`src/rtl/rv_lsu.sv`:
```
// Load/store unit between execute and a wait-stated data port: lane-aligns requests,
// extends load data, and flags misaligned, unsupported and timed-out accesses.
module rv_lsu #(
  parameter int DATA_WIDTH     = 32,
  parameter int ADDR_WIDTH     = 32,
  parameter int TIMEOUT_CYCLES = 255
) (
  input  logic                    clk,
  input  logic                    reset,
  input  logic                    req_valid,
  output logic                    req_ready,
  input  logic                    req_we,
  input  logic [2:0]              req_funct,
  input  logic [ADDR_WIDTH-1:0]   req_addr,
  input  logic [DATA_WIDTH-1:0]   req_wdata,
  output logic                    resp_valid,
  output logic [DATA_WIDTH-1:0]   resp_rdata,
  output logic                    resp_err,
  output logic                    resp_misalign,
  output logic                    stall,
  output logic                    mem_req,
  output logic                    mem_we,
  output logic [ADDR_WIDTH-1:0]   mem_addr,
  output logic [DATA_WIDTH/8-1:0] mem_be,
  output logic [DATA_WIDTH-1:0]   mem_wdata,
  input  logic                    mem_gnt,
  input  logic                    mem_rvalid,
  input  logic [DATA_WIDTH-1:0]   mem_rdata,
  input  logic                    mem_err
);

  localparam int NB = DATA_WIDTH / 8;
  localparam int OW = $clog2(NB);
  localparam logic [ADDR_WIDTH-1:0] LP_ADDR_MASK = ADDR_WIDTH'(NB - 1);
  localparam logic [31:0] LP_TIMEOUT = 32'(TIMEOUT_CYCLES);

  typedef enum logic [2:0] {
    S_IDLE  = 3'd0,
    S_ISSUE = 3'd1,
    S_WAIT  = 3'd2,
    S_RESP  = 3'd3,
    S_FAULT = 3'd4
  } state_t;

  // Sign- or zero-extend the low 8/16/32/DATA_WIDTH bits; funct[2] selects unsigned.
  function automatic logic [DATA_WIDTH-1:0] f_extend(input logic [DATA_WIDTH-1:0] d,
                                                     input logic [2:0] funct);
    logic [DATA_WIDTH-1:0] v;
    logic sb;
    int bits;
    case (funct[1:0])
      2'b00:   begin bits = 8;          sb = d[7];            end
      2'b01:   begin bits = 16;         sb = d[15];           end
      2'b10:   begin bits = 32;         sb = d[31];           end
      default: begin bits = DATA_WIDTH; sb = d[DATA_WIDTH-1]; end
    endcase
    sb = sb & ~funct[2];
    v = '0;
    for (int i = 0; i < DATA_WIDTH; i++) begin
      v[i] = (i < bits) ? d[i] : sb;
    end
    return v;
  endfunction

  state_t                  r_state;
  logic                    r_drain;
  logic [31:0]             r_cnt;
  logic [OW-1:0]           r_off;
  logic [2:0]              r_funct;
  logic                    r_we;
  logic                    r_mem_req;
  logic                    r_mem_we;
  logic [ADDR_WIDTH-1:0]   r_mem_addr;
  logic [NB-1:0]           r_mem_be;
  logic [DATA_WIDTH-1:0]   r_mem_wdata;
  logic                    r_resp_valid;
  logic [DATA_WIDTH-1:0]   r_resp_rdata;
  logic                    r_resp_err;
  logic                    r_resp_misalign;

  logic                    w_ready;
  logic                    w_stall;
  logic                    w_accept;
  logic [OW-1:0]           w_off;
  logic [2:0]              w_align_mask;
  logic                    w_misalign;
  logic                    w_unsup;
  int                      w_size_bytes;
  logic [NB-1:0]           w_be_base;
  logic [NB-1:0]           w_be;
  logic [DATA_WIDTH-1:0]   w_wdata;
  logic [DATA_WIDTH-1:0]   w_shifted;
  logic [DATA_WIDTH-1:0]   w_load_data;
  logic [31:0]             w_cnt_next;
  logic                    w_timeout;

  // Request decode: alignment, legality and lane placement of the incoming access.
  always_comb begin
    w_ready      = reset & (r_state == S_IDLE) & ~r_drain;
    w_stall      = reset & ((req_valid & ~w_ready) | (r_state != S_IDLE));
    w_accept     = req_valid & w_ready;
    w_off        = req_addr[OW-1:0];
    w_size_bytes = 32'd1 << req_funct[1:0];
    case (req_funct[1:0])
      2'b00:   w_align_mask = 3'b000;
      2'b01:   w_align_mask = 3'b001;
      2'b10:   w_align_mask = 3'b011;
      default: w_align_mask = 3'b111;
    endcase
    w_misalign = |(req_addr[2:0] & w_align_mask);
    w_unsup    = (req_funct == 3'b111) | (req_we & req_funct[2]) |
                 ((DATA_WIDTH == 32) & ((req_funct == 3'b011) | (req_funct == 3'b110)));
    w_be_base = '0;
    for (int i = 0; i < NB; i++) begin
      w_be_base[i] = (i < w_size_bytes);
    end
    w_be        = w_be_base << w_off;
    w_wdata     = req_wdata << {w_off, 3'b000};
    w_shifted   = mem_rdata >> {r_off, 3'b000};
    w_load_data = f_extend(w_shifted, r_funct);
    w_cnt_next  = (r_cnt == 32'hFFFF_FFFF) ? r_cnt : r_cnt + 32'd1;
    w_timeout   = (LP_TIMEOUT != 32'd0) && (w_cnt_next >= LP_TIMEOUT);
  end

  // Transaction FSM with all memory-side and response outputs registered.
  always_ff @(posedge clk) begin
    if (!reset) begin
      r_state         <= S_IDLE;
      r_drain         <= 1'b0;
      r_cnt           <= 32'd0;
      r_off           <= '0;
      r_funct         <= 3'b000;
      r_we            <= 1'b0;
      r_mem_req       <= 1'b0;
      r_mem_we        <= 1'b0;
      r_mem_addr      <= '0;
      r_mem_be        <= '0;
      r_mem_wdata     <= '0;
      r_resp_valid    <= 1'b0;
      r_resp_rdata    <= '0;
      r_resp_err      <= 1'b0;
      r_resp_misalign <= 1'b0;
    end else begin
      // A response that outlived its timeout is swallowed here, whatever the state.
      if (r_drain && mem_rvalid) begin
        r_drain <= 1'b0;
      end
      case (r_state)
        S_IDLE: begin
          if (w_accept) begin
            r_cnt        <= 32'd0;
            r_off        <= w_off;
            r_funct      <= req_funct;
            r_we         <= req_we;
            r_resp_rdata <= '0;
            if (w_misalign) begin
              r_state         <= S_FAULT;
              r_resp_valid    <= 1'b1;
              r_resp_misalign <= 1'b1;
              r_resp_err      <= 1'b0;
            end else if (w_unsup) begin
              r_state         <= S_FAULT;
              r_resp_valid    <= 1'b1;
              r_resp_misalign <= 1'b0;
              r_resp_err      <= 1'b1;
            end else begin
              r_state     <= S_ISSUE;
              r_mem_req   <= 1'b1;
              r_mem_we    <= req_we;
              r_mem_addr  <= req_addr & ~LP_ADDR_MASK;
              r_mem_be    <= w_be;
              r_mem_wdata <= w_wdata;
            end
          end
        end
        S_ISSUE: begin
          r_cnt <= w_cnt_next;
          if (mem_gnt) begin
            r_mem_req <= 1'b0;
            r_state   <= S_WAIT;
          end else if (w_timeout) begin
            r_mem_req    <= 1'b0;
            r_state      <= S_RESP;
            r_resp_valid <= 1'b1;
            r_resp_err   <= 1'b1;
            r_resp_rdata <= '0;
          end
        end
        S_WAIT: begin
          r_cnt <= w_cnt_next;
          if (mem_rvalid) begin
            r_state      <= S_RESP;
            r_resp_valid <= 1'b1;
            r_resp_err   <= mem_err;
            r_resp_rdata <= (mem_err || r_we) ? '0 : w_load_data;
          end else if (w_timeout) begin
            r_drain      <= 1'b1;
            r_state      <= S_RESP;
            r_resp_valid <= 1'b1;
            r_resp_err   <= 1'b1;
            r_resp_rdata <= '0;
          end
        end
        S_RESP, S_FAULT: begin
          r_state         <= S_IDLE;
          r_resp_valid    <= 1'b0;
          r_resp_err      <= 1'b0;
          r_resp_misalign <= 1'b0;
          r_resp_rdata    <= '0;
        end
        default: begin
          r_state   <= S_IDLE;
          r_mem_req <= 1'b0;
        end
      endcase
    end
  end

  assign req_ready     = w_ready;
  assign stall         = w_stall;
  assign mem_req       = r_mem_req;
  assign mem_we        = r_mem_we;
  assign mem_addr      = r_mem_addr;
  assign mem_be        = r_mem_be;
  assign mem_wdata     = r_mem_wdata;
  assign resp_valid    = r_resp_valid;
  assign resp_rdata    = r_resp_rdata;
  assign resp_err      = r_resp_err;
  assign resp_misalign = r_resp_misalign;

endmodule

```
`config.mk`:
```
export PLATFORM = sky130hd
export DESIGN_NAME = rv_lsu
export DESIGN_NICKNAME = d
export VERILOG_FILES = /design/src/rtl/rv_lsu.sv
export SDC_FILE = /design/constraint.sdc
export NUM_CORES = 1
export LEC_CHECK = 0
export BUFFER_PORTS_ARGS = -buffer_cell sky130_fd_sc_hd__buf_2
export CORE_ASPECT_RATIO = 0.75
export CORE_MARGIN = 2
export CORE_UTILIZATION = 50
export CTS_BUF_LIST = sky130_fd_sc_hd__clkbuf_4 sky130_fd_sc_hd__clkbuf_8 sky130_fd_sc_hd__clkbuf_16
export CTS_CLUSTER_SIZE = 12
export DETAILED_ROUTE_END_ITERATION = 10
export PLACE_DENSITY = 0.83
export SLEW_MARGIN = 5
export SYNTH_ARGS = -nofsm -noshare
export SYNTH_HDL_FRONTEND = slang
export SYNTH_SLANG_ARGS = --single-unit
```
`constraint.sdc`:
```
create_clock -name clk -period 3.7 [get_ports clk]
set_input_delay 0 -clock clk [delete_from_list [all_inputs] [get_ports clk]]
set_output_delay 0 -clock clk [all_outputs]
set_load 0.01 [all_outputs]
```
## Yosys cells after proc, flatten, opt, wreduce, memory -nomap -nowiden

Cells that the tools add are included.

| word-level totals | value |
|---|---|
| register bits | 145 |
| input port bits | 106 |
| output and inout port bits | 107 |

| operators by class | value |
|---|---|
| add/sub/neg operators | 1 |
| order comparisons | 37 |
| eq/ne operators | 17 |
| shifts and indexed selects | 4 |
| multiplexer cells | 77 |
| bitwise operators | 18 |
| reduce and logical (&&, ||, !) cells | 20 |

Operator list:

| operator | number |
|---|---|
| less-than comparator 6 x 32 -> 1 bit (first input constant) | 16 |
| less-than comparator 5 x 32 -> 1 bit (first input constant) | 8 |
| 2-to-1 mux 32 bit | 6 |
| less-than comparator 3 x 32 -> 1 bit (first input constant) | 4 |
| less-than comparator 4 x 32 -> 1 bit (first input constant) | 4 |
| case mux 32 bit (4 select lines) | 1 |
| less-than comparator 1 x 32 -> 1 bit (first input constant) | 2 |
| less-than comparator 2 x 32 -> 1 bit (first input constant) | 2 |
| case mux 32 bit (2 select lines) | 1 |
| 2-to-1 mux 1 bit | 55 |
| adder 32 x 1 -> 32 bit (second input constant) | 1 |
| equality test 32 bit (second input constant) | 1 |
| >= comparator 32 x 8 -> 1 bit (second input constant) | 1 |
| left shift 1 x 2 -> 32 bit (first input constant) | 1 |
| left shift 32 x 5 -> 32 bit | 1 |
| >> shifter 32 x 5 -> 32 bit | 1 |
| 2-to-1 mux 3 bit | 6 |
| case mux 3 bit (3 select lines) | 2 |
| case mux 6 bit (2 select lines) | 1 |
| equality test 3 x 2 -> 1 bit (second input constant) | 3 |
| equality test 3 bit (second input constant) | 3 |
| inequality test 2 bit (second input constant) | 4 |
| case mux 1 bit (4 select lines) | 2 |
| AND reduction 4 bit | 2 |
| 23 further kinds | 46 |

## Depth between registers and ports, before layout

Gate-level depths: netlist of run 1.

| depth | value |
|---|---|
| depth in word-level cells | 7 |
| gate-level depth with buffers | 13 |

## Worst setup path after synthesis of run 1

No wires, ideal clock.

| path | value |
|---|---|
| path type | register to register |
| from | register r_cnt[0] |
| to | register r_resp_err, in the netlist resp_err |
| library setup time | 0.122 ns |
| arrival | 3.010 ns |
| path slack | 0.569 ns |
| stages on the path, launching flop included | 13 |
| cells stage by stage | dfxtp_1 -> ha_1 -> and3_1 -> buf_2 -> and4_1 -> clkbuf_1 -> and3_1 -> a31o_2 -> nand4_1 -> or3_1 -> or3_4 -> buf_6 -> o311a_1 |

| between the ends | value |
|---|---|
| cells in the longest elaborated chain, start to end | 6 |
| elaborated cells between the ends (all ways) | 8 |

RTL lines:

| element | RTL line | source |
|---|---|---|
| start, declared | 67 | `logic [31:0] r_cnt;` |
| start signal, assigned | 177 | `r_cnt <= w_cnt_next;` |
| start signal, assigned | 190 | `r_cnt <= w_cnt_next;` |
| adder 32 x 1 -> 32 bit or equality test 32 bit (tied branches) | 121 | `w_cnt_next = (r_cnt == 32'hFFFF_FFFF) ? r_cnt : r_cnt + 32'd1;` |
| 2-to-1 mux 32 bit * | 121 |  |
| >= comparator 32 x 8 -> 1 bit * | 122 | `w_timeout = (LP_TIMEOUT != 32'd0) && (w_cnt_next >= LP_TIMEOUT);` |
| 2-to-1 mux 1 bit * | -- |  |
| 2-to-1 mux 1 bit (on tied branches) | -- |  |
| case mux 1 bit (4 select lines) * | -- |  |
| end signal, assigned | 194 | `r_resp_err <= mem_err;` |
| end, declared | 78 | `logic r_resp_err;` |

Mark *: on every way between the ends. The rest lies on a longest branch, timed or not. The select of a mux whose other input is x is not followed.
A chain may end at the register's enable or synchronous reset.

## Worst setup path in the final report of run 1

| path | value |
|---|---|
| from | register r_cnt[0] |
| to | register r_resp_rdata[11], in the netlist resp_rdata[11] |

| between the ends | value |
|---|---|
| cells in the longest elaborated chain, start to end | 6 |
| elaborated cells between the ends (all ways) | 8 |

RTL lines:

| element | RTL line | source |
|---|---|---|
| adder 32 x 1 -> 32 bit or equality test 32 bit (tied branches) | 121 |  |
| 2-to-1 mux 32 bit * | 121 |  |
| >= comparator 32 x 8 -> 1 bit * | 122 |  |
| 2-to-1 mux 32 bit * | -- |  |
| 2-to-1 mux 32 bit (on tied branches) | -- |  |
| case mux 32 bit (4 select lines) * | -- |  |
| end signal, assigned | 195 | `r_resp_rdata <= (mem_err \|\| r_we) ? '0 : w_load_data;` |
| end, declared | 77 | `logic [DATA_WIDTH-1:0] r_resp_rdata;` |

Marks and branches as above.

==> results of run 1 <==
layer usage:
layer  part of all wire (%)  vias up
met4                    2.9        0
li1                       -     4547
met2                     43      589
met5                      0        -
met1                     43     4434
met3                     12       77
metrics by stage:
stage          instances  setup WS, ns  hold slack, ns
6_report            1572         0.175          0.0251
5_1_grt             1572        0.0204          0.0589
4_1_cts             1570         0.118         0.00263
3_5_place_dp        1491         0.200           0.246
3_3_place_gp        1491         0.306           0.240
2_1_floorplan       1129         0.569           0.136
cell type report:
class	count	area [µm²]	area share (%)
multi-input combinational	877	5010	47.0
sequential	145	2900	27.2
timing repair buffer	300	1860	17.4
inverter	8	31.3	0.293
clock buffer	18	439	4.12
tap	210	263	2.46
clock inverter	14	161	1.51
cells by family (layout without fill, tap and decap cells):
logic type               count (synthesis)  after routing  share of synthesized area (%)
multiplexers                            43             43                           5.35
other                                    1              2                         0.0450
XOR/XNOR                                15             15                           1.58
flip-flops                             145            145                           34.9
AND/OR/NAND/NOR                        475            475                           27.7
AO/OA/AOI/OAI                          340            340                           24.9
buffers and inverters                  107            340                           5.26
adder cells (fa/ha/maj)                  2              2                          0.301
power by group through the flow:
stage / Sequential (W) / Combinational (W) / Clock [W]
after global routing: 0.00161 / 0.000493 / 0.00183
after floorplan: 0.00164 / 0.000236 / 0
after global placement: 0.00164 / 0.000394 / 0
after CTS: 0.00160 / 0.000440 / 0.00176
final: 0.00160 / 0.000456 / 0.00176
after detailed placement: 0.00164 / 0.000400 / 0
cell usage after synthesis, types with 10 or more instances:
| cell type | n | share of area [%] |
|---|---|---|
| a21oi_1 | 110 | 6.6 |
| clkbuf_1 | 76 | 3.4 |
| nor2b_1 | 24 | 1.8 |
| a31oi_1 | 24 | 1.8 |
| nor2_1 | 121 | 5.5 |
| mux2i_1 | 40 | 4.8 |
| a21boi_0 | 10 | 0.90 |
| o21ai_1 | 10 | 0.60 |
| a22oi_1 | 12 | 1.1 |
| nand3_1 | 64 | 3.8 |
| buf_2 | 10 | 0.60 |
| nor3_1 | 41 | 2.5 |
| o21ai_0 | 76 | 4.6 |
| and3_1 | 15 | 1.1 |
| a211oi_1 | 49 | 4.4 |
| dfxtp_1 | 145 | 35 |
| nand4_1 | 27 | 2.0 |
| nand2_1 | 125 | 5.6 |
flip-flops by register name, indices dropped and copies added, names as in the netlist:
register       flops
mem_wdata         32
resp_rdata        32
r_off              2
r_funct            3
resp_valid         1
mem_addr          30
r_cnt             32
resp_err           1
resp_misalign      1
mem_we             1
mem_req            1
r_we               1
r_drain            1
r_state            3
mem_be             4
worst max-delay path, stage by stage (launching register included):
cell and delay, ns:
dfxtp_1 0.45, ha_1 0.30, and3_2 0.33, nand2_1 0.22
nor4_4 0.41, a31o_1 0.26, nand4_1 0.12, or3_1 0.41
or3_4 0.50, buf_4 0.22, o21ai_0 0.20
path summary, 6_finish.rpt:
kind / start / to / slack [ns] / depth (start not counted)
setup / recovery: r_cnt[0] / resp_rdata[11] / 0.18 / 10
hold / removal: mem_rdata[30] / resp_rdata[30] / 0.03 / 5
hold reg to reg: mem_wdata[6] / mem_wdata[6] / 0.45 / 2
setup reg to reg: r_cnt[0] / resp_rdata[11] / 0.18 / 10
cell usage in the layout, fill, tap and decap left out, drive strengths merged, types with 18 or more instances in the layout:
cell,instances
buf,253
dfxtp,145
nand2,125
nor2,121
a21oi,110
o21ai,86
nand3,66
a211oi,49
dlygate4sd3,47
nor3,41
mux2i,40
nand4,27
nor2b,24
a31oi,24
clkbuf,18
timing repair:
action                                  in CTS  in global routing
endpoints found under the setup margin       0                 25
hold buffers                                47                  0
hold endpoints to repair                    55                  0
buffers inserted                             0                  2
gates resized for setup                      0                  3
==> metrics.md, run 1 <==
| Metric | Value |
|---|---|
| Worst path required time | `4.04 ns` |
| Fin crit share | `95.3%` |
| Die X | `153 µm` |
| Number of flops mapped to enable cells by yosys | `0` |
| Post-Syn Instances | `1128` |
| GRT Residual Overflow | `0` |
| Final Max Tran Viols | `0` |
| Avg WL per Cell | `18.4 µm` |
| Reg power frac | `41.9%` |
| Synth async-reset ratio | `0%` |
| First-pass iteration count of the detailed router | `6` |
| Die Ht | `116 µm` |
| Minimum clock period | `3.52 ns` |
| Slew margin rel. | `47.9%` |
| Layout fillers | `1339` |
| GR Util met2 | `48.5%` |
| Max-cap violations | `0` |
| Vias per std cell | `6.14` |
| Seq cells post-synth | `145` |
| Htree depth | `4` |
| # diodes | `0` |
| Clock transition at the registers of the reported paths | `0.07 ns` |
| DRT antenna net count | `0` |
| Clock sink count | `145` |
| Vias post-DR | `9647` |
| TritonCTS buffer count | `17` |
| Final nets | `1457` |
| Fin Setup TNS | `0 ns` |
| Initial antenna violation count | `1` |
| CTS tree | `built` |
| Worst-margin pin slew | `0.778 ns` |
| Vias in the first global route | `8891` |
| IO buf count | `210` |
| Hold Crit Class | `primary input to flip-flop` |
| YS warnings | `0` |
| Detailed Route WL | `29000 µm` |
| Cell area power density | `359 mW/mm²` |
| Initial Util | `51.5%` |
| Area delta synth->final | `28.0%` |
| Pleak | `4.32 nW` |
| Met3 usage | `9.42%` |
| Drc violations | `0` |
| Share of layout cells above drive strength 1 | `22.5%` |
| P_int | `0.00274 W` |
| Placed inst area | `0.00956 mm²` |
| Post-route design area | `0.0107 mm²` |
| Initial DRC count | `1166` |
| Worst EP arrival | `3.87 ns` |
| Routability cong. | `1.00` |
| Post-layout util | `65.9%` |
| Setup Skew | `0.0149 ns` |
| First-pass GRT wire length | `45800 µm` |
| DP Wirelength | `19600 µm` |
| Crit path max fanout | `13` |
| Startpoint Class | `flip-flop` |
| Status | `finished clean` |
| Hold Vio Cnt, Final | `0` |
| Largest net degree at the start of global routing | `69` |
| Combinational power share | `11.9%` |
| RSZ-0062 raised after global routing | `false` |
| Tot GR Track Use | `31.9%` |
| CP Capture Type | `flip-flop` |
| Std cell rows | `40` |
| CP Class | `flip-flop to flip-flop` |
| Avg Cell Area, Syn | `7.38 µm²` |
| Root buf cell | `clkbuf_16` |
| Main synth FF type | `dfxtp_1` |
| Core area | `0.0162 mm²` |
| Clk Latency, worst-skew pair | `0.43 ns` |
| Switch Pwr | `0.00108 W` |
| Clock power share | `46.1%` |
| Sw frac | `28.2%` |
| Final setup vio count | `0` |
| Fmax | `284 MHz` |
| Synth Cell Area | `0.00833 mm²` |
| Max Root-Sink Buffers | `2` |
| IO Count | `213` |
| Number of distinct library cells after synthesis | `67` |
| Total Power | `0.00382 W` |
| Grt peak-use layer | `met2` |
| Post-synthesis sequential area ratio | `34.9%` |
| DIE AREA | `0.0177 mm²` |
| Max VDD drop | `0.351 mV` |
| Met1 usage | `43.6%` |
Power figures use the tool's default switching activity.
==> run 2, diff against run 1 <==
- MAX_ROUTING_LAYER: not set -> met4
==> run 2 against run 1 <==
Core utilization up 0.15 points; fmax up 0.64%; combinational power about the same; register-to-register slack better by 0.02 ns; via count up 0.89%; highest routed layer unchanged; die area unchanged; clock-buffer cell count up 2; non-clock buffer count up 1; sequential cell count unchanged; critical endpoint is now r_state[1].
==> metrics.md, run 2 (same netlist as run 1, synthesis figures left out) <==
| Metric | Value |
|---|---|
| Status | `finished clean` |
| Max Root-Sink Buffers | `2 (unchanged)` |
| Worst r2r src | `r_cnt[0]` |
| Drc violations | `0 (unchanged)` |
| DP Wirelength | `19500 µm (-0.61%)` |
| Cell area power density | `360 mW/mm² (+0.33%)` |
| Share of layout cells above drive strength 1 | `22.8% (+0.28 points)` |
| Initial DRC count | `1045 (-10%)` |
| Worst-margin pin slew | `0.820 ns (+0.0419 ns)` |
| Clock sink count | `145 (unchanged)` |
| DIE AREA | `0.0177 mm² (unchanged)` |
| Clock transition at the registers of the reported paths | `0.07 ns (about the same)` |
| Minimum clock period | `3.50 ns (-0.0223 ns)` |
| Fin Setup TNS | `0 ns (unchanged)` |
| Final setup vio count | `0 (unchanged)` |
| Crit path max fanout | `8 (-5)` |
| Dpl ws | `0.246 ns (+0.0459 ns)` |
| Setup Skew | `0.0118 ns (-0.00313 ns)` |
| Combinational power share | `11.9% (about the same)` |
| CTS tree | `built` |
| CP Class | `flip-flop to flip-flop` |
| Tot GR Track Use | `33.2% (+1.3 points)` |
| Sw frac | `26.9% (-1.3 points)` |
| Max-cap violations | `0 (unchanged)` |
| Die X | `153 µm (unchanged)` |
| Startpoint Class | `flip-flop` |
| Hold Vio Cnt, Final | `0 (unchanged)` |
| Worst reg-to-reg path cell count | `11 (+1)` |
| Max VDD drop | `0.281 mV (-20%)` |
| P_int | `0.00281 W (+2.3%)` |
| Fmax | `286 MHz (+0.64%)` |
| CP Capture Type | `flip-flop` |
| Reg power frac | `41.7% (-0.2 points)` |
| Switch Pwr | `0.00104 W (-4.0%)` |
| IO Count | `213 (unchanged)` |
| Most frequent cells in the layout | `buf_2 (210), dfxtp_1 (145), nand2_1 (124)` |
| Area delta synth->final | `28.3%` |
| Hold depth | `5 (unchanged)` |
| Std cell rows | `40 (unchanged)` |
| Die Ht | `116 µm (unchanged)` |
| Worst EP arrival | `3.81 ns (-0.06 ns)` |
| Layout fillers | `1299 (-3.0%)` |
| Worst-case setup margin in the final layout | `0.197 ns (+0.0223 ns)` |
| Commonest non-fill, non-tap cell in the layout | `buf_2` |
| Vias per std cell | `6.19 (+0.83%)` |
| Vias post-DR | `9733 (+0.89%)` |
| Worst path required time | `4.01 ns (-0.03 ns)` |
| Worst path cell trace | `ha_1 -> nand3_1 -> nor4_2 -> buf_4 -> xnor2_1 -> o211ai_1 -> nor4b_1 -> nand4_1 -> nor3_2 -> a31oi_1 -> dlygate4sd3_1` |
| Final Max Tran Viols | `0 (unchanged)` |
| # diodes | `0 (unchanged)` |
| First-pass GRT wire length | `46300 µm (+1.1%)` |
| Largest net degree at the start of global routing | `69 (unchanged)` |
| Worst R2R End | `r_state[1]` |
| Htree depth | `4 (unchanged)` |
| Initial antenna violation count | `0 (-1)` |
| Detailed Route WL | `29000 µm (+0.14%)` |
| Initial Util | `51.5% (unchanged)` |
| TritonCTS buffer count | `17 (unchanged)` |
| Worst path slowest cell | `dlygate4sd3_1` |
| Slew margin rel. | `45.3% (-2.6 points)` |
| Core area | `0.0162 mm² (unchanged)` |
| Routability cong. | `1.02 (+1.2%)` |
| FF-to-FF setup slack | `0.20 ns (+0.02 ns)` |
| Clk Latency, worst-skew pair | `0.43 ns (about the same)` |
| Post-route design area | `0.0107 mm² (+0.23%)` |
| Fin crit share | `94.7% (-0.60 points)` |
| GRT Residual Overflow | `0 (unchanged)` |
| Vias in the first global route | `8841 (-0.56%)` |
| Final nets | `1458 (+0.069%)` |
| Pleak | `4.32 nW (about the same)` |
| HP Start | `req_wdata[10]` |
| Avg WL per Cell | `18.5 µm (about the same)` |
| Clock power share | `46.3% (+0.2 points)` |
| DRT antenna net count | `0 (unchanged)` |
| RSZ-0062 raised after global routing | `false` |
| Placed inst area | `0.00956 mm² (about the same)` |
| Root buf cell | `clkbuf_16` |
| WHS Endpoint | `mem_wdata[18]` |
| First-pass iteration count of the detailed router | `5 (-1)` |
| Hold Crit Class | `primary input to flip-flop` |
| IO buf count | `210 (unchanged)` |
| Crit path largest cell delay | `0.57 ns (+0.07 ns)` |
-- run 2: changes by cell type in the layout (fill, tap and decap cells not counted), sizes merged --
cell         previous run  this run
dlygate4sd3            47        48
clkinv                  6         5
clkinvlp                0         1
bufinv                  1         2
inv                    15        12
clkbuf                 18        20
-- run 2: critical path, delay by kind of cell (launching register included) --
kind | cells | cell delay [ns]
and+or+nand+nor | 5 | 1.49
xor gates and xnor gates | 1 | 0.14
adders and majority gates | 1 | 0.29
AOI/OAI and AO/OA | 2 | 0.25
buffers and inverters | 2 | 0.74
DFF | 1 | 0.45
-- run 2: layout make-up --
class / instances / area, µm² / share of cell area [%]
Tap cell: 210 / 263 / 2.46
Multi-Input combinational cell: 877 / 5030 / 47.1
Clock inverter: 12 / 148 / 1.38
Inverter: 8 / 31.3 / 0.293
Clock buffer: 20 / 454 / 4.25
Timing Repair Buffer: 301 / 1850 / 17.4
Sequential cell: 145 / 2900 / 27.2
-- run 2: what timing repair did --
action                                  CTS  global route
buffers inserted                          0             1
hold buffers                             48             0
endpoints found under the setup margin    0            18
resized for setup                         0             8
hold endpoints to repair                 55             0
-- run 2: through the flow --
step	power [W]	hold WS, ns	std cells	util [%]
finish	0.00384	0.0207	1573	66.1
CTS	0.00383	0.00285	1572	65.8
global placement	0.00203	0.240	1492	59.1
global route	0.00396	0.0483	1573	66.1
floorplan	0.00188	0.136	1129	-
detailed placement	0.00204	0.246	1492	59.1
-- run 2: worst max path at each step --
stage          startpoint          to  slack [ns]
2_1_floorplan    r_cnt[0]    resp_err        0.57
3_3_place_gp     r_cnt[0]    resp_err        0.31
3_5_place_dp     r_cnt[0]    resp_err        0.25
4_1_cts          r_cnt[0]  r_state[1]        0.02
5_1_grt          r_cnt[0]  r_state[1]        0.03
6_report         r_cnt[0]  r_state[1]        0.20
-- run 2: power by group through the flow --
stage	clock, W	combinational [W]	sequential [W]
after detailed placement	0	0.000401	0.00164
after CTS	0.00179	0.000443	0.00160
after global routing	0.00186	0.000495	0.00161
after floorplan	0	0.000236	0.00164
final	0.00178	0.000459	0.00160
after global placement	0	0.000395	0.00164
-- run 2: per-layer routing --
metal	up-vias	routed length, µm	global-route usage, %
met2	537	12900	50.3
met5	-	0	-
li1	4554	-	-
met4	0	608	9.88
met3	63	2780	7.33
met1	4579	12800	44.8
==> run 3, diff against run 2 <==
- ABC_AREA: not set -> 1
==> run 3 against run 2 <==
Core utilization fell by 2.5 points; setup slack improved by 0.51 ns; synthesized cell count rose by 22%; first-iteration DRC count rose by 16%; critical endpoint unchanged; highest routed layer unchanged.
==> metrics.md, run 3 <==
| Metric | Value |
|---|---|
| Worst EP arrival | `3.26 ns (-0.55 ns)` |
| Number of distinct library cells after synthesis | `41 (-39%)` |
| Hold depth | `4 (-1)` |
| Avg Cell Area, Syn | `6.23 µm² (-16%)` |
| Fmax | `334 MHz (+17%)` |
| Htree depth | `4 (unchanged)` |
| Top-area cell type share of the netlist area | `34.0% (-0.90 points)` |
| Max VDD drop | `0.264 mV (-6.1%)` |
| Clock transition at the registers of the reported paths | `0.06 ns (about the same)` |
| Die Ht | `117 µm (+1.3%)` |
| Met1 WL | `12300 µm (-3.7%)` |
| YS warnings | `0 (unchanged)` |
| Largest net degree at the start of global routing | `90 (+30%)` |
| WL met2 | `12200 µm (-5.5%)` |
| Vias post-DR | `10137 (+4.2%)` |
| FF-to-FF setup slack | `0.70 ns (+0.51 ns)` |
| Synth Cell Area | `0.00855 mm² (+2.7%)` |
| Worst path required time | `3.96 ns (-0.05 ns)` |
| Top-count cell post-synth | `nand2_1` |
| Top cells by area, synth | `dfxtp_1 (34%), nand2_1 (18%), a21oi_1 (7.0%)` |
| First-pass iteration count of the detailed router | `7 (+2)` |
| Vias in the first global route | `8843 (+0.023%)` |
| Initial Util | `51.0% (-0.55 points)` |
| Worst R2R End | `r_state[1]` |
| Clk Latency, worst-skew pair | `0.43 ns (about the same)` |
| Root buf cell | `clkbuf_16` |
| Seq cells post-synth | `145 (unchanged)` |
| Routability cong. | `0.951 (-6.4%)` |
| IO buf count | `210 (unchanged)` |
| Final nets | `1685 (+16%)` |
| Share of layout cells above drive strength 1 | `18.3% (-4.5 points)` |
| WHS Endpoint | `mem_wdata[16]` |
| Final setup vio count | `0 (unchanged)` |
| Max-cap violations | `0 (unchanged)` |
| Avg WL per Cell | `15.6 µm (-15%)` |
| Core area | `0.0168 mm² (+3.8%)` |
| Metal3 WL | `3050 µm (+9.8%)` |
| Post-synthesis adder-cell area fraction | `0.293% (-0.0078 points)` |
| Multiplexer share of the synthesized area | `1.64% (-3.7 points)` |
| RSZ-0062 raised after global routing | `false` |
| Yosys top cell by area | `dfxtp_1` |
| Worst-margin pin slew | `0.985 ns (+0.165 ns)` |
| Synth async-reset ratio | `0% (unchanged)` |
| Initial DRC count | `1216 (+16%)` |
| Crit path max fanout | `36 (+28)` |
| Most frequent cells in the layout | `nand2_1 (419), buf_2 (210), nor2_1 (158)` |
| Hold Crit Class | `primary input to flip-flop` |
| CP Capture Type | `flip-flop` |
| HP Start | `req_wdata[8]` |
| Cell area power density | `376 mW/mm² (+4.6%)` |
| TritonCTS buffer count | `17 (unchanged)` |
| Fin crit share | `80.9% (-14 points)` |
| Complex-gate fraction of the synthesized area | `15.7% (-9.2 points)` |
| Slew margin rel. | `34.3% (-11 points)` |
| Fin Setup TNS | `0 ns (unchanged)` |
| Worst r2r src | `r_cnt[0]` |
| GRT Residual Overflow | `0 (unchanged)` |
| Initial antenna violation count | `0 (unchanged)` |
| Tot GR Track Use | `31.3% (-1.9 points)` |
| Worst reg-to-reg path cell count | `12 (+1)` |
| Largest family of logic cells by synthesized area | `simple AND/OR/NAND/NOR gates` |
| DRT antenna net count | `0 (unchanged)` |
| Minimum clock period | `3.00 ns (-0.507 ns)` |
| Status | `finished clean` |
| Simple-gate share of the synthesized area | `39.1% (+11 points)` |
| Total Power | `0.00402 W (+4.4%)` |
| Startpoint Class | `flip-flop` |
| Number of flops mapped to enable cells by yosys | `0 (unchanged)` |
| IO Count | `213 (unchanged)` |
| Max Root-Sink Buffers | `2 (unchanged)` |
| Main synth FF type | `dfxtp_1` |
| Die X | `155 µm (+1.3%)` |
| First-pass GRT wire length | `44400 µm (-4.1%)` |
| DIE AREA | `0.0182 mm² (+2.6%)` |
| Std cell rows | `41 (+2.5%)` |
| DP Wirelength | `18600 µm (-4.7%)` |
| Pleak | `4.98 nW (+15%)` |
| Hold Vio Cnt, Final | `0 (unchanged)` |
| Post-synthesis sequential area ratio | `34.0% (-0.90 points)` |
| Top cells by count, synth | `nand2_1 (419), nor2_1 (159), dfxtp_1 (145)` |
| Area delta synth->final | `24.9%` |
| Post-Synth XOR/XNOR Area | `0.717% (-0.86 points)` |
| Setup Skew | `0.0139 ns (+0.00208 ns)` |
| Final Max Tran Viols | `0 (unchanged)` |
| # diodes | `0 (unchanged)` |
| Postcts setup bufs | `0 (unchanged)` |
| Commonest non-fill, non-tap cell in the layout | `nand2_1` |
| Drc violations | `0 (unchanged)` |
| CP Class | `flip-flop to flip-flop` |
| Top Layer Used | `met4` |
| Clock sink count | `145 (unchanged)` |
| CTS tree | `built` |
| Post-Syn Instances | `1372 (+22%)` |
| Detailed Route WL | `28200 µm (-3.1%)` |
| Vias per std cell | `5.62 (-9.2%)` |
[run 3: worst max-delay path: stages (launching register included)]
cell and delay [ns]:
dfxtp_1 0.48, ha_1 0.35, nand3_1 0.15, nor2_1 0.31
nand3_1 0.14, nand2_1 0.10, nand4_1 0.13, nor2_2 0.19
nand3_4 0.10, nor2_8 0.45, nand2_1 0.16, o21ai_0 0.17
a21oi_1 0.08
[run 3: where the power goes]
part	leakage [nW]	total [W]	switching [W]	internal [W]
Sequential	1.17	0.00162	0.0000217	0.00159
Clock	0.298	0.00181	0.000736	0.00107
Combinational	3.51	0.000592	0.000388	0.000204
Total	4.98	0.00402	0.00115	0.00287
[run 3: layout make-up]
type	count	area, µm²
clock inverters	14	179
clock buffers	17	425
repair buffers	271	1640
flip-flops and latches	145	2900
fillers	1474	6100
well taps	215	269
multi-input cells	1054	4920
inverters	88	330
[run 3: layer usage]
metal / global-route usage [%] / vias to the layer above
li1: - / 4914
met1: 42.9 / 4552
met2: 46.4 / 597
met3: 6.89 / 74
met4: 9.57 / 0
met5: - / -
[run 3: cells by family (layout without fill, tap and decap cells)]
logic type                 count (synthesis)  in the layout
AOI/OAI and AO/OA                        256            256
DFF                                      145            145
buffers and inverters                    174            390
xor gates and xnor gates                   7              7
and+or+nand+nor                          773            773
muxes                                     14             14
other                                      1              2
adders and majority gates                  2              2
[run 3: timing repair]
item / CTS / global route
gates resized for setup: 0 / 0
hold buffers: 48 / 0
hold endpoints to repair: 54 / 0
[run 3: worst max-delay path by stage]
stage / end / from / cells after the start / slack [ns]
floorplan: resp_rdata[10] / r_cnt[0] / 16 / 1.37
global placement: resp_rdata[11] / r_cnt[0] / 16 / 0.85
detailed placement: r_state[1] / r_cnt[0] / 12 / 0.76
CTS: r_state[1] / r_cnt[0] / 12 / 0.75
global route: resp_rdata[31] / r_cnt[0] / 17 / 0.47
finish: r_state[1] / r_cnt[0] / 12 / 0.70
[run 3: metrics by stage]
| step | cell area (µm²) | setup slack (ns) | hold WS, ns | util (%) | cells |
|---|---|---|---|---|---|
| CTS | 10700 | 0.746 | 0.00115 | 63.6 | 1804 |
| detailed placement | 9590 | 0.756 | 0.229 | 57.2 | 1725 |
| global placement | 9590 | 0.852 | 0.220 | 57.2 | 1725 |
| global route | 10700 | 0.467 | 0.0324 | 63.6 | 1804 |
| floorplan | 8550 | 1.37 | 0.135 | - | 1373 |
| finish | 10700 | 0.705 | 0.00593 | 63.6 | 1804 |
